==> config.mk <==
export PLATFORM = sky130hd
export DESIGN_NAME = decode_stage
export DESIGN_NICKNAME = d
export VERILOG_FILES = /design/src/rtl/riskv_pkg.sv /design/src/rtl/imm_gen.sv /design/src/rtl/decode_stage.sv
export SDC_FILE = /design/constraint.sdc
export NUM_CORES = 1
export LEC_CHECK = 0
export BUFFER_PORTS_ARGS = -buffer_cell sky130_fd_sc_hd__buf_2
export CAP_MARGIN = 20
export CORE_UTILIZATION = 45
export CTS_CLUSTER_DIAMETER = 60
export DETAILED_ROUTE_END_ITERATION = 7
export GPL_TIMING_DRIVEN = 0
export PLACE_DENSITY = 0.74
export SYNTH_ARGS = -nofsm -noshare
export SYNTH_HDL_FRONTEND = slang
export SYNTH_HIERARCHICAL = 1
export SYNTH_SLANG_ARGS = --single-unit
==> constraint.sdc <==
create_clock -name clk_i -period 1.65 [get_ports clk_i]
set_input_delay 0.495 -clock clk_i [delete_from_list [all_inputs] [get_ports clk_i]]
set_output_delay 0.495 -clock clk_i [all_outputs]
set_load 0.01 [all_outputs]
==> src/rtl/riskv_pkg.sv <==
// Shared RV32I decode constants: ALU op codes, branch condition codes,
// major opcodes and the ALU operand-A source selector.
package riskv_pkg;

   localparam logic [3:0] ALU_ADD  = 4'b0000;
   localparam logic [3:0] ALU_SUB  = 4'b0001;
   localparam logic [3:0] ALU_AND  = 4'b0010;
   localparam logic [3:0] ALU_OR   = 4'b0011;
   localparam logic [3:0] ALU_XOR  = 4'b0100;
   localparam logic [3:0] ALU_SLT  = 4'b0101;
   localparam logic [3:0] ALU_SLTU = 4'b0110;
   localparam logic [3:0] ALU_SRL  = 4'b0111;
   localparam logic [3:0] ALU_SLL  = 4'b1000;
   localparam logic [3:0] ALU_SRA  = 4'b1001;

   localparam logic [2:0] BR_EQ    = 3'b000;
   localparam logic [2:0] BR_NE    = 3'b001;
   localparam logic [2:0] BR_NEVER = 3'b010;
   localparam logic [2:0] BR_LT    = 3'b100;
   localparam logic [2:0] BR_GE    = 3'b101;
   localparam logic [2:0] BR_LTU   = 3'b110;
   localparam logic [2:0] BR_GEU   = 3'b111;

   localparam logic [6:0] OPC_LUI    = 7'b0110111;
   localparam logic [6:0] OPC_AUIPC  = 7'b0010111;
   localparam logic [6:0] OPC_JAL    = 7'b1101111;
   localparam logic [6:0] OPC_JALR   = 7'b1100111;
   localparam logic [6:0] OPC_BRANCH = 7'b1100011;
   localparam logic [6:0] OPC_LOAD   = 7'b0000011;
   localparam logic [6:0] OPC_STORE  = 7'b0100011;
   localparam logic [6:0] OPC_OP_IMM = 7'b0010011;
   localparam logic [6:0] OPC_OP     = 7'b0110011;

   localparam logic [6:0] FUNCT7_BASE = 7'b0000000;
   localparam logic [6:0] FUNCT7_ALT  = 7'b0100000;

   typedef enum logic [1:0] {
      SRC_A_RS1  = 2'd0,
      SRC_A_PC   = 2'd1,
      SRC_A_ZERO = 2'd2
   } alu_src_a_e;

   // Base ALU operation for a funct3 before the funct7 SUB/SRA override.
   function automatic logic [3:0] alu_op_from_funct3(input logic [2:0] funct3);
      case (funct3)
         3'b000:  return ALU_ADD;
         3'b001:  return ALU_SLL;
         3'b010:  return ALU_SLT;
         3'b011:  return ALU_SLTU;
         3'b100:  return ALU_XOR;
         3'b101:  return ALU_SRL;
         3'b110:  return ALU_OR;
         default: return ALU_AND;
      endcase
   endfunction

endpackage

==> src/rtl/imm_gen.sv <==
// Immediate generator: sign-extends the I/S/B/U/J immediate of an RV32I
// instruction and flags opcodes that have no known format.
module imm_gen
   import riskv_pkg::*;
#(
   parameter int DATA_WIDTH = 32
) (
   input  logic [31:0]           instr,
   output logic [DATA_WIDTH-1:0] imm,
   output logic                  illegal_format
);

   // R-type carries no immediate, so it yields zero but is still a known format.
   always_comb begin
      imm            = '0;
      illegal_format = 1'b0;
      case (instr[6:0])
         OPC_OP_IMM, OPC_LOAD, OPC_JALR:
            imm = DATA_WIDTH'($signed(instr[31:20]));
         OPC_STORE:
            imm = DATA_WIDTH'($signed({instr[31:25], instr[11:7]}));
         OPC_BRANCH:
            imm = DATA_WIDTH'($signed({instr[31], instr[7], instr[30:25], instr[11:8], 1'b0}));
         OPC_LUI, OPC_AUIPC:
            imm = DATA_WIDTH'($signed({instr[31:12], 12'b0}));
         OPC_JAL:
            imm = DATA_WIDTH'($signed({instr[31], instr[19:12], instr[20], instr[30:21], 1'b0}));
         OPC_OP:
            imm = '0;
         default:
            illegal_format = 1'b1;
      endcase
   end

endmodule

==> src/rtl/decode_stage.sv <==
// RV32I decode stage: decodes the fetched instruction into control and
// operand fields held in a single valid/ready pipeline register.
module decode_stage
   import riskv_pkg::*;
#(
   parameter int DATA_WIDTH  = 32,
   parameter int SHIFT_WIDTH = 5
) (
   input  logic                  clk_i,
   input  logic                  rst_ni,
   input  logic                  valid_i,
   output logic                  ready_o,
   input  logic [31:0]           instr_i,
   input  logic [DATA_WIDTH-1:0] pc_i,
   input  logic                  flush_i,
   input  logic                  ready_i,
   output logic                  valid_o,
   output logic [3:0]            ALUCtrl_o,
   output logic [2:0]            branch_o,
   output logic [DATA_WIDTH-1:0] imm_o,
   output logic [DATA_WIDTH-1:0] pc_o,
   output logic [4:0]            rs1_o,
   output logic [4:0]            rs2_o,
   output logic [4:0]            rd_o,
   output logic [1:0]            aluSrcA_o,
   output logic                  aluSrcB_o,
   output logic                  regWrite_o,
   output logic                  memRead_o,
   output logic                  memWrite_o,
   output logic                  isBranch_o,
   output logic                  jump_o,
   output logic                  illegal_o
);

   localparam int SHAMT_HI_W = 12 - SHIFT_WIDTH;
   localparam logic [SHAMT_HI_W-1:0] SRAI_HI = SHAMT_HI_W'(1) << (SHAMT_HI_W - 2);

   logic [6:0]            opcode;
   logic [2:0]            funct3;
   logic [6:0]            funct7;
   logic [SHAMT_HI_W-1:0] shamt_hi;
   logic                  is_srai;
   logic [DATA_WIDTH-1:0] d_imm;
   logic                  illegal_format;
   logic                  bad_field;
   logic                  d_illegal;
   logic [3:0]            d_alu;
   logic [2:0]            d_branch;
   alu_src_a_e            d_src_a;
   logic                  d_src_b;
   logic                  d_reg_write;
   logic                  d_mem_read;
   logic                  d_mem_write;
   logic                  d_is_branch;
   logic                  d_jump;
   logic                  accept;

   alu_src_a_e            src_a_q;

   assign opcode   = instr_i[6:0];
   assign funct3   = instr_i[14:12];
   assign funct7   = instr_i[31:25];
   assign shamt_hi = instr_i[31:20+SHIFT_WIDTH];
   assign is_srai  = (funct3 == 3'b101) && (shamt_hi == SRAI_HI);

   imm_gen #(
      .DATA_WIDTH(DATA_WIDTH)
   ) u_imm_gen (
      .instr          (instr_i),
      .imm            (d_imm),
      .illegal_format (illegal_format)
   );

   // Illegal instructions still travel down the pipe, but with every side effect stripped.
   always_comb begin
      d_alu       = ALU_ADD;
      d_branch    = BR_NEVER;
      d_src_a     = SRC_A_RS1;
      d_src_b     = 1'b0;
      d_reg_write = 1'b0;
      d_mem_read  = 1'b0;
      d_mem_write = 1'b0;
      d_is_branch = 1'b0;
      d_jump      = 1'b0;
      bad_field   = 1'b0;
      case (opcode)
         OPC_OP: begin
            d_alu = alu_op_from_funct3(funct3);
            if (funct7 == FUNCT7_ALT && funct3 == 3'b000) d_alu = ALU_SUB;
            if (funct7 == FUNCT7_ALT && funct3 == 3'b101) d_alu = ALU_SRA;
            bad_field   = (funct7 != FUNCT7_BASE) && (funct7 != FUNCT7_ALT);
            d_reg_write = 1'b1;
         end
         OPC_OP_IMM: begin
            d_alu = is_srai ? ALU_SRA : alu_op_from_funct3(funct3);
            if (funct3 == 3'b001 || funct3 == 3'b101)
               bad_field = (shamt_hi != '0) && !is_srai;
            d_src_b     = 1'b1;
            d_reg_write = 1'b1;
         end
         OPC_LOAD: begin
            d_src_b     = 1'b1;
            d_reg_write = 1'b1;
            d_mem_read  = 1'b1;
         end
         OPC_STORE: begin
            d_src_b     = 1'b1;
            d_mem_write = 1'b1;
         end
         OPC_BRANCH: begin
            d_alu       = ALU_SUB;
            d_branch    = funct3;
            d_is_branch = 1'b1;
            bad_field   = (funct3 == 3'b010) || (funct3 == 3'b011);
         end
         OPC_LUI: begin
            d_src_a     = SRC_A_ZERO;
            d_src_b     = 1'b1;
            d_reg_write = 1'b1;
         end
         OPC_AUIPC: begin
            d_src_a     = SRC_A_PC;
            d_src_b     = 1'b1;
            d_reg_write = 1'b1;
         end
         OPC_JAL: begin
            d_src_a     = SRC_A_PC;
            d_src_b     = 1'b1;
            d_jump      = 1'b1;
            d_reg_write = 1'b1;
         end
         OPC_JALR: begin
            d_src_b     = 1'b1;
            d_jump      = 1'b1;
            d_reg_write = 1'b1;
         end
         default: ;
      endcase
      d_illegal = bad_field || illegal_format;
      if (d_illegal) begin
         d_reg_write = 1'b0;
         d_mem_read  = 1'b0;
         d_mem_write = 1'b0;
         d_is_branch = 1'b0;
         d_jump      = 1'b0;
      end
      if (instr_i[11:7] == 5'd0) d_reg_write = 1'b0;
   end

   assign ready_o = !valid_o || ready_i;
   assign accept  = valid_i && ready_o;

   // Flush wins over a same-cycle accept; the killed instruction is simply lost.
   always_ff @(posedge clk_i or negedge rst_ni) begin
      if (!rst_ni) begin
         valid_o    <= 1'b0;
         ALUCtrl_o  <= ALU_ADD;
         branch_o   <= BR_NEVER;
         imm_o      <= '0;
         pc_o       <= '0;
         rs1_o      <= '0;
         rs2_o      <= '0;
         rd_o       <= '0;
         src_a_q    <= SRC_A_RS1;
         aluSrcB_o  <= 1'b0;
         regWrite_o <= 1'b0;
         memRead_o  <= 1'b0;
         memWrite_o <= 1'b0;
         isBranch_o <= 1'b0;
         jump_o     <= 1'b0;
         illegal_o  <= 1'b0;
      end else if (flush_i) begin
         valid_o <= 1'b0;
      end else if (accept) begin
         valid_o    <= 1'b1;
         ALUCtrl_o  <= d_alu;
         branch_o   <= d_branch;
         imm_o      <= d_imm;
         pc_o       <= pc_i;
         rs1_o      <= instr_i[19:15];
         rs2_o      <= instr_i[24:20];
         rd_o       <= instr_i[11:7];
         src_a_q    <= d_src_a;
         aluSrcB_o  <= d_src_b;
         regWrite_o <= d_reg_write;
         memRead_o  <= d_mem_read;
         memWrite_o <= d_mem_write;
         isBranch_o <= d_is_branch;
         jump_o     <= d_jump;
         illegal_o  <= d_illegal;
      end else if (ready_i) begin
         valid_o <= 1'b0;
      end
   end

   assign aluSrcA_o = src_a_q;

endmodule

==> results.md, run 1 <==
| Quantity | Value | Unit |
|---|---|---|
| Run status | complete, no violations | - |
| Count of vias placed by the detailed router | 4,170 | - |
| Synth Area in Compound Gates | 10.81 | % |
| Top library cells by usage in the layout, fill and taps aside | 258 x sky130_fd_sc_hd__nand2_1, 168 x sky130_fd_sc_hd__buf_2, 95 x sky130_fd_sc_hd__dfrtp_1 | - |
| Final Cycle Share | 97.23 | % |
| Pwr per Cell Area | 882.7 | nW/um^2 |
| Routed len/inst | 14.89 | um |
| Remaining DRCs | 0 | - |
| Number of placed instances with taps included | 803 | - |
| Maximum clock frequency | 623.3 | MHz |
| Fraction of synthesized cell area taken by the top area cell type | 53.92 | % |
| Critical path data arrival time | 1.91 | ns |
| CTS H-Tree Depth | 3 | - |
| Remaining number of nets flagged by the antenna check after routing | 0 | - |
| Post-synthesis register bit count | 96 | - |
| Vias in the first global route | 3,940 | - |
| XOR/XNOR share of the synthesized area | 0 | % |
| Count of maximum capacitance violations | 0 | - |
| Sink count of the clock tree | 96 | - |
| Sum of buffers and inverters on the critical path | 1 | - |
| Placement-stage cell area | 5431 | um^2 |
| Basic-gate share of the synthesized area counting and, or, nand and nor cells | 31.41 | % |
| Global-route congestion overflow total | 0 | - |
| Final std cell area, no fill | 5778 | um^2 |
| Cell Count, Final, Fillers Out | 821 | - |
| Buffers from clock root to sink, at most | 2 | - |
| Most instantiated flip-flop cell in the synthesis netlist | sky130_fd_sc_hd__dfrtp_1 | - |
| Type of the worst setup path | in2reg | - |
| Core Area | 9371 | um^2 |
| Fin Clk Skew | 0.01304 | ns |
| Number of instances in the synthesized netlist | 508 | - |
| Capturing element type of the critical path | register | - |
| Worst-path cell chain | clkbuf_4, and2b_2, nand2_1, o21ai_0, nand3_2, nor4b_4, a22o_1 | - |
| Latest clock arrival within the worst-skew pair | 0.37 | ns |
| Synthesized cell area | 4409 | um^2 |
| Cell taking the most area after synthesis | sky130_fd_sc_hd__dfrtp_1 | - |
| Drt pass-1 iters | 4 | - |
| Number of enable-type register cells in the synthesized netlist | 0 | - |
| Minimum period implied by the final worst setup slack | 1.604 | ns |
| Adder-Cell Fraction of Synth Area | 0 | % |
| Initial antenna violation count | 0 | - |
| Required time of the critical path | 1.96 | ns |
| Mapped Nets | 577 | - |
| Register-to-Register Setup Slack | 0.11 | ns |
| I/O Buffers | 165 | - |
| Number of nets at the end of the flow | 756 | - |
| Cell variety after synth | 50 | - |
| Detailed-route vias per instance | 5.079 | - |
| Startpoint Class | primary input | - |
| Wire length of the first global-routing pass | 19,330 | um |
| Area of the die | 10,200 | um^2 |
| Most common library cell in the layout ignoring fill and taps | sky130_fd_sc_hd__nand2_1 | - |
| Pins Over Slew Limit | 0 | - |
| Critical path fanouts, max | 13 | - |
| GRT Util Overall | 24.71 | % |
| Die X | 101.0 | um |
| Worst-Margin Slew | 0.5855 | ns |
| Final core utilization | 61.66 | % |
| Number of buffers inserted during clock tree synthesis | 9 | - |
| Peak supply drop | 0.4569 | mV |
| Number of warnings printed during yosys synthesis | 6 | - |
| Total number of placement rows | 35 | - |
| Chip height | 101.0 | um |
| Crit path largest cell delay | 0.36 | ns |
| Most area-consuming cells after synthesis | sky130_fd_sc_hd__dfrtp_1 54%, sky130_fd_sc_hd__nand2_1 22%, sky130_fd_sc_hd__a21o_2 2.2% | - |
| Hold Slack | 0.08535 | ns |
| Min-Delay Path Class | in2async | - |
| Kind of cell adding the most delay to the critical path | simple AND/OR/NAND/NOR gates | - |
| Total I/O pin count | 166 | - |
| Cell type of the slowest stage on the worst timing path | sky130_fd_sc_hd__nor4b_4 | - |
| Sequential fraction of the synthesis area | 54.51 | % |
| Root Buffer | sky130_fd_sc_hd__clkbuf_8 | - |
| Multiplexer area fraction after synthesis | 0 | % |
| Initial core utilization | 47.05 | % |
| P&R area growth vs syn | 31.04 | % |
| Clock tree from TritonCTS | yes | - |
| Final number of setup-violating endpoints | 0 | - |
| Power Total | 5100 | uW |
| Share of layout cells above drive strength 1 | 34.10 | % |
| Gp weighted congestion | 0.8937 | - |
| Final-report hold violation count | 0 | - |
| Dominant combinational cell family by area after synthesis | simple AND/OR/NAND/NOR gates | - |
| Worst max-slew margin expressed relative to the limit | 60.64 | % |
| Fraction of registers with async set/reset | 100.0 | % |
| Maximum number of pins on one net before global-route repair | 59 | - |
| First-iteration detailed-routing DRC count | 163 | - |
| Static leakage | 0.003399 | uW |
| Detailed-placement wirelength estimate | 8971 | um |
| Antenna cells | 0 | - |
| Mapped Avg Cell Area | 8.680 | um^2 |
| Detailed Route WL | 12,230 | um |
| Register clock-pin slew on the reported worst setup and hold paths | 0.11 | ns |
worst reg2reg max path, stage by stage, from the launching register on:
cell,delay (ns)
sky130_fd_sc_hd__dfrtp_1,0.36
sky130_fd_sc_hd__nor2b_4,0.20
sky130_fd_sc_hd__inv_2,0.05
sky130_fd_sc_hd__nand3b_1,0.07
sky130_fd_sc_hd__buf_4,0.19
sky130_fd_sc_hd__buf_4,0.23
sky130_fd_sc_hd__clkbuf_4,0.23
sky130_fd_sc_hd__nand2_1,0.08
sky130_fd_sc_hd__nand2_1,0.07
path summary, 6_finish.rpt:
path | cells after the start | start | to
worst min-delay path | 1 | rst_ni | pc_o[8]
worst min register to register | 2 | branch_o[2] | branch_o[2]
max in group asynchronous | 2 | rst_ni | branch_o[1]
min in group clk_i | 3 | pc_i[1] | pc_o[1]
worst max-delay path | 7 | instr_i[4] | memWrite_o
worst max register to register | 8 | valid_o | rd_o[1]
final cells by class:
cell class              instances  area [um^2]
plain buffers                  24        163.9
clock buffers                   9        123.9
clock inverters                 7        75.07
fillers                       889         3593
inverters                       4        15.01
multi-input cells             384         1949
flip-flops and latches         96         2404
well taps                     129        161.4
repair buffers                168        885.9
sequential cells by signal, summed over array words and instances (netlist names):
name        count
rs1_o           5
isBranch_o      1
aluSrcA_o       2
regWrite_o      1
aluSrcB_o       1
memWrite_o      1
valid_o         1
jump_o          1
ALUCtrl_o       4
illegal_o       1
rs2_o           5
rd_o            5
pc_o           32
memRead_o       1
imm_o          32
branch_o        3
routing by layer:
layer  up-vias  wire (um)  GRT usage [%]  part of all wire [%]
met1      1974       5454          32.93                    45
met5         -          0              0                     0
li1       2017          -              -                     -
met2       159       5811          40.57                    48
met4         0        233          9.030                   1.9
met3        20        729          4.369                   6.0
through the flow:
stage / worst slack [ns] / setup TNS [ns]
after floorplan: -0.005296 / -0.007297
after global placement: -0.8278 / -113.11
after detailed placement: -0.6067 / -40.06
after CTS: 0.01193 / 0
after global routing: -0.06396 / -0.1569
final: 0.04569 / 0
synth_stat cells (2+ instances only):
library cell and n:
sky130_fd_sc_hd__o31ai_1 3, sky130_fd_sc_hd__nand2_1 258, sky130_fd_sc_hd__buf_1 3, sky130_fd_sc_hd__nand3b_1 3, sky130_fd_sc_hd__a211oi_1 4, sky130_fd_sc_hd__a21oi_1 6
sky130_fd_sc_hd__buf_6 4, sky130_fd_sc_hd__buf_2 7, sky130_fd_sc_hd__dfrtp_1 95, sky130_fd_sc_hd__a32o_1 2, sky130_fd_sc_hd__nand3_1 5, sky130_fd_sc_hd__nor2_1 16
sky130_fd_sc_hd__inv_1 4, sky130_fd_sc_hd__a22o_1 9, sky130_fd_sc_hd__o21ai_0 6, sky130_fd_sc_hd__and2_1 6, sky130_fd_sc_hd__and3b_2 2, sky130_fd_sc_hd__and3_1 5
sky130_fd_sc_hd__nand4_1 2, sky130_fd_sc_hd__a21o_1 9, sky130_fd_sc_hd__nor3b_1 2, sky130_fd_sc_hd__nor3_1 5, sky130_fd_sc_hd__clkbuf_1 10, sky130_fd_sc_hd__nor2b_1 6
sky130_fd_sc_hd__a21o_2 11
what timing repair did:
item                                    in CTS  in global routing
setup buffers                                1                  1
endpoints found under the setup margin      92                 86
resized for setup                           15                 23
pin swaps                                    1                  3
hold buffers                                 0                  0
power by group:
group / total [uW] / switching, uW / internal, uW
registers: 2650 / 99.5 / 2550
logic: 924 / 557 / 368
clock network: 1530 / 931 / 598
total: 5100 / 1590 / 3510
cells by family (layout without fill, tap and decap cells):
| group | after synthesis | after routing |
|---|---|---|
| compound gates | 61 | 61 |
| buf+inv | 28 | 212 |
| flops | 96 | 96 |
| simple gates | 323 | 323 |
Power figures use the tool's default switching activity.
==> run 2: changes to the inputs <==
MAX_ROUTING_LAYER = met4   (was unset)
RECOVER_POWER = 100   (was unset)
==> results.md, run 2 (synthesis gave the netlist of run 1 again) <==
| Quantity | Value | Unit | Delta |
|---|---|---|---|
| Final core utilization | 60.31 | % | -1.3 points |
| Critical path fanouts, max | 13 | - | unchanged |
| Root Buffer | sky130_fd_sc_hd__clkbuf_8 | - |  |
| Terminus of the critical flop-to-flop path | rd_o[1] | - |  |
| Gp weighted congestion | 0.9089 | - | +1.7% |
| Buffers from clock root to sink, at most | 2 | - | unchanged |
| Detailed-placement wirelength estimate | 8971 | um | unchanged |
| Antenna cells | 0 | - | unchanged |
| Fin Clk Skew | 0.01441 | ns | +0.001372 ns |
| Capturing element type of the critical path | register | - |  |
| Number of nets at the end of the flow | 756 | - | unchanged |
| Setup total negative slack | 0 | ns | unchanged |
| Detailed-route vias per instance | 5.084 | - | about the same |
| Final-report hold violation count | 0 | - | unchanged |
| Area of the multi-input gates | 1949 | um^2 | unchanged |
| Initial core utilization | 47.05 | % | unchanged |
| Final std cell area, no fill | 5652 | um^2 | -2.2% |
| Share of layout cells above drive strength 1 | 20.52 | % | -14 points |
| Count of maximum capacitance violations | 0 | - | unchanged |
| Final Cycle Share | 97.48 | % | +0.25 points |
| Area of the die | 10,200 | um^2 | unchanged |
| Chip height | 101.0 | um | unchanged |
| Top library cells by usage in the layout, fill and taps aside | 258 x sky130_fd_sc_hd__nand2_1, 98 x sky130_fd_sc_hd__clkbuf_1, 95 x sky130_fd_sc_hd__dfrtp_1 | - |  |
| Initial antenna violation count | 0 | - | unchanged |
| Sink count of the clock tree | 96 | - | unchanged |
| Startpoint Class | primary input | - |  |
| Routed len/inst | 15.03 | um | +0.93% |
| Most common library cell in the layout ignoring fill and taps | sky130_fd_sc_hd__nand2_1 | - |  |
| Count of vias placed by the detailed router | 4,174 | - | +0.096% |
| Critical path data arrival time | 1.92 | ns | about the same |
| Die X | 101.0 | um | unchanged |
| Worst-Margin Slew | 0.9384 | ns | +0.3530 ns |
| Maximum number of pins on one net before global-route repair | 59 | - | unchanged |
| Filler Cells Inserted | 940 | - | +5.7% |
| R2R cell count | 8 | - | unchanged |
| Static leakage | 0.003039 | uW | -11% |
| CTS H-Tree Depth | 3 | - | unchanged |
| Min-Delay Path Class | in2async | - |  |
| Total number of placement rows | 35 | - | unchanged |
| Peak supply drop | 0.4540 | mV | -0.64% |
| Vias in the first global route | 3,946 | - | +0.15% |
| Type of the worst setup path | in2reg | - |  |
| Maximum clock frequency | 621.7 | MHz | -0.26% |
| First-iteration detailed-routing DRC count | 156 | - | -4.3% |
| Number of buffers inserted for hold repair after clock tree synthesis | 0 | - | unchanged |
| Minimum period implied by the final worst setup slack | 1.608 | ns | +0.004166 ns |
| Pwr per Cell Area | 895.7 | nW/um^2 | +1.5% |
| Register-to-Register Setup Slack | 0.12 | ns | about the same |
| Remaining number of nets flagged by the antenna check after routing | 0 | - | unchanged |
| Power Total | 5062 | uW | -0.74% |
| Wire length of the first global-routing pass | 19,350 | um | +0.11% |
| Latest clock arrival within the worst-skew pair | 0.38 | ns | about the same |
| Largest registers in the final layout | imm_o (32), pc_o (32) | - |  |
| Register clock-pin slew on the reported worst setup and hold paths | 0.11 | ns | about the same |
| Total I/O pin count | 166 | - | unchanged |
| Clock tree from TritonCTS | yes | - |  |
| Area taken by flip-flops and latches | 2404 | um^2 | unchanged |
| Placement-stage cell area | 5431 | um^2 | unchanged |
| Core Area | 9371 | um^2 | unchanged |
| Drt pass-1 iters | 4 | - | unchanged |
| Final number of setup-violating endpoints | 0 | - | unchanged |
| Pins Over Slew Limit | 0 | - | unchanged |
| Remaining DRCs | 0 | - | unchanged |
| Required time of the critical path | 1.97 | ns | about the same |
| I/O Buffers | 165 | - | unchanged |
| GRT Util Overall | 25.46 | % | +0.75 points |
| Run status | complete, no violations | - |  |
| Worst max-slew margin expressed relative to the limit | 37.44 | % | -23 points |
| Detailed Route WL | 12,340 | um | +0.93% |
| Beginning of the worst register-to-register path | valid_o | - |  |
| P&R area growth vs syn | 28.18 | % |  |
| Number of buffers inserted during clock tree synthesis | 9 | - | unchanged |
| Global-route congestion overflow total | 0 | - | unchanged |
[run 2: cell types whose count changed in the layout (fill, tap and decap cells not counted)]
| cell | delta |
|---|---|
| sky130_fd_sc_hd__buf_6 | +1 |
| sky130_fd_sc_hd__buf_2 | -98 |
| sky130_fd_sc_hd__clkbuf_2 | +1 |
| sky130_fd_sc_hd__clkbuf_4 | +4 |
| sky130_fd_sc_hd__clkbuf_1 | +94 |
| sky130_fd_sc_hd__buf_16 | -1 |
| sky130_fd_sc_hd__buf_4 | -1 |
[run 2: critical path, cell delays in order]
cell and delay [ns]:
sky130_fd_sc_hd__clkbuf_4 0.17, sky130_fd_sc_hd__and2b_2 0.28, sky130_fd_sc_hd__nand2_1 0.06, sky130_fd_sc_hd__o21ai_0 0.20, sky130_fd_sc_hd__nand3_2 0.17, sky130_fd_sc_hd__nor4b_4 0.36
sky130_fd_sc_hd__a22o_1 0.18
[run 2: metrics by stage]
step                      setup slack, ns  instances  hold slack, ns
after floorplan                 -0.005296        508          0.1994
after global placement            -0.8278        802          0.4515
after detailed placement          -0.6067        803          0.4538
after CTS                         0.01193        820         0.09066
after global routing             -0.06394        821          0.2998
final                             0.04153        821          0.2431
[run 2: per-layer routing]
metal | vias up | track usage (%) | share of wire, %
met5 | - | - | 0
li1 | 2020 | - | -
met4 | 0 | 9.030 | 1.5
met1 | 1967 | 33.33 | 44
met3 | 15 | 3.814 | 6.2
met2 | 172 | 40.52 | 48
[run 2: repair_timing]
| item | 4_1_cts | 5_1_grt |
|---|---|---|
| pin swaps | 1 | 3 |
| setup endpoints to repair | 92 | 86 |
| resized for setup | 15 | 27 |
| setup buffers | 1 | 1 |
[run 2: worst max-delay path by stage]
stage | startpoint | to | slack (ns) | cells past startpoint
after floorplan | instr_i[4] | regWrite_o | -0.005 | 6
after global placement | rst_ni | rd_o[0] | -0.83 | 1
after detailed placement | instr_i[5] | jump_o | -0.61 | 6
after CTS | valid_o | ready_o | 0.01 | 3
after global routing | instr_i[4] | memRead_o | -0.06 | 7
final | instr_i[4] | memWrite_o | 0.04 | 7
[run 2: layout make-up]
cell class | instances | share of cell area, %
Sequential cell | 96 | 42.53
Multi-Input combinational cell | 384 | 34.49
Timing Repair Buffer | 168 | 13.26
Buffer | 24 | 3.077
Tap cell | 129 | 2.856
Clock buffer | 9 | 2.192
Clock inverter | 7 | 1.328
Inverter | 4 | 0.2657
[run 2: power by group]
part	switching, uW	internal, uW
Combinational	557	311
Clock	940	597
Sequential	108	2550
Total	1610	3460
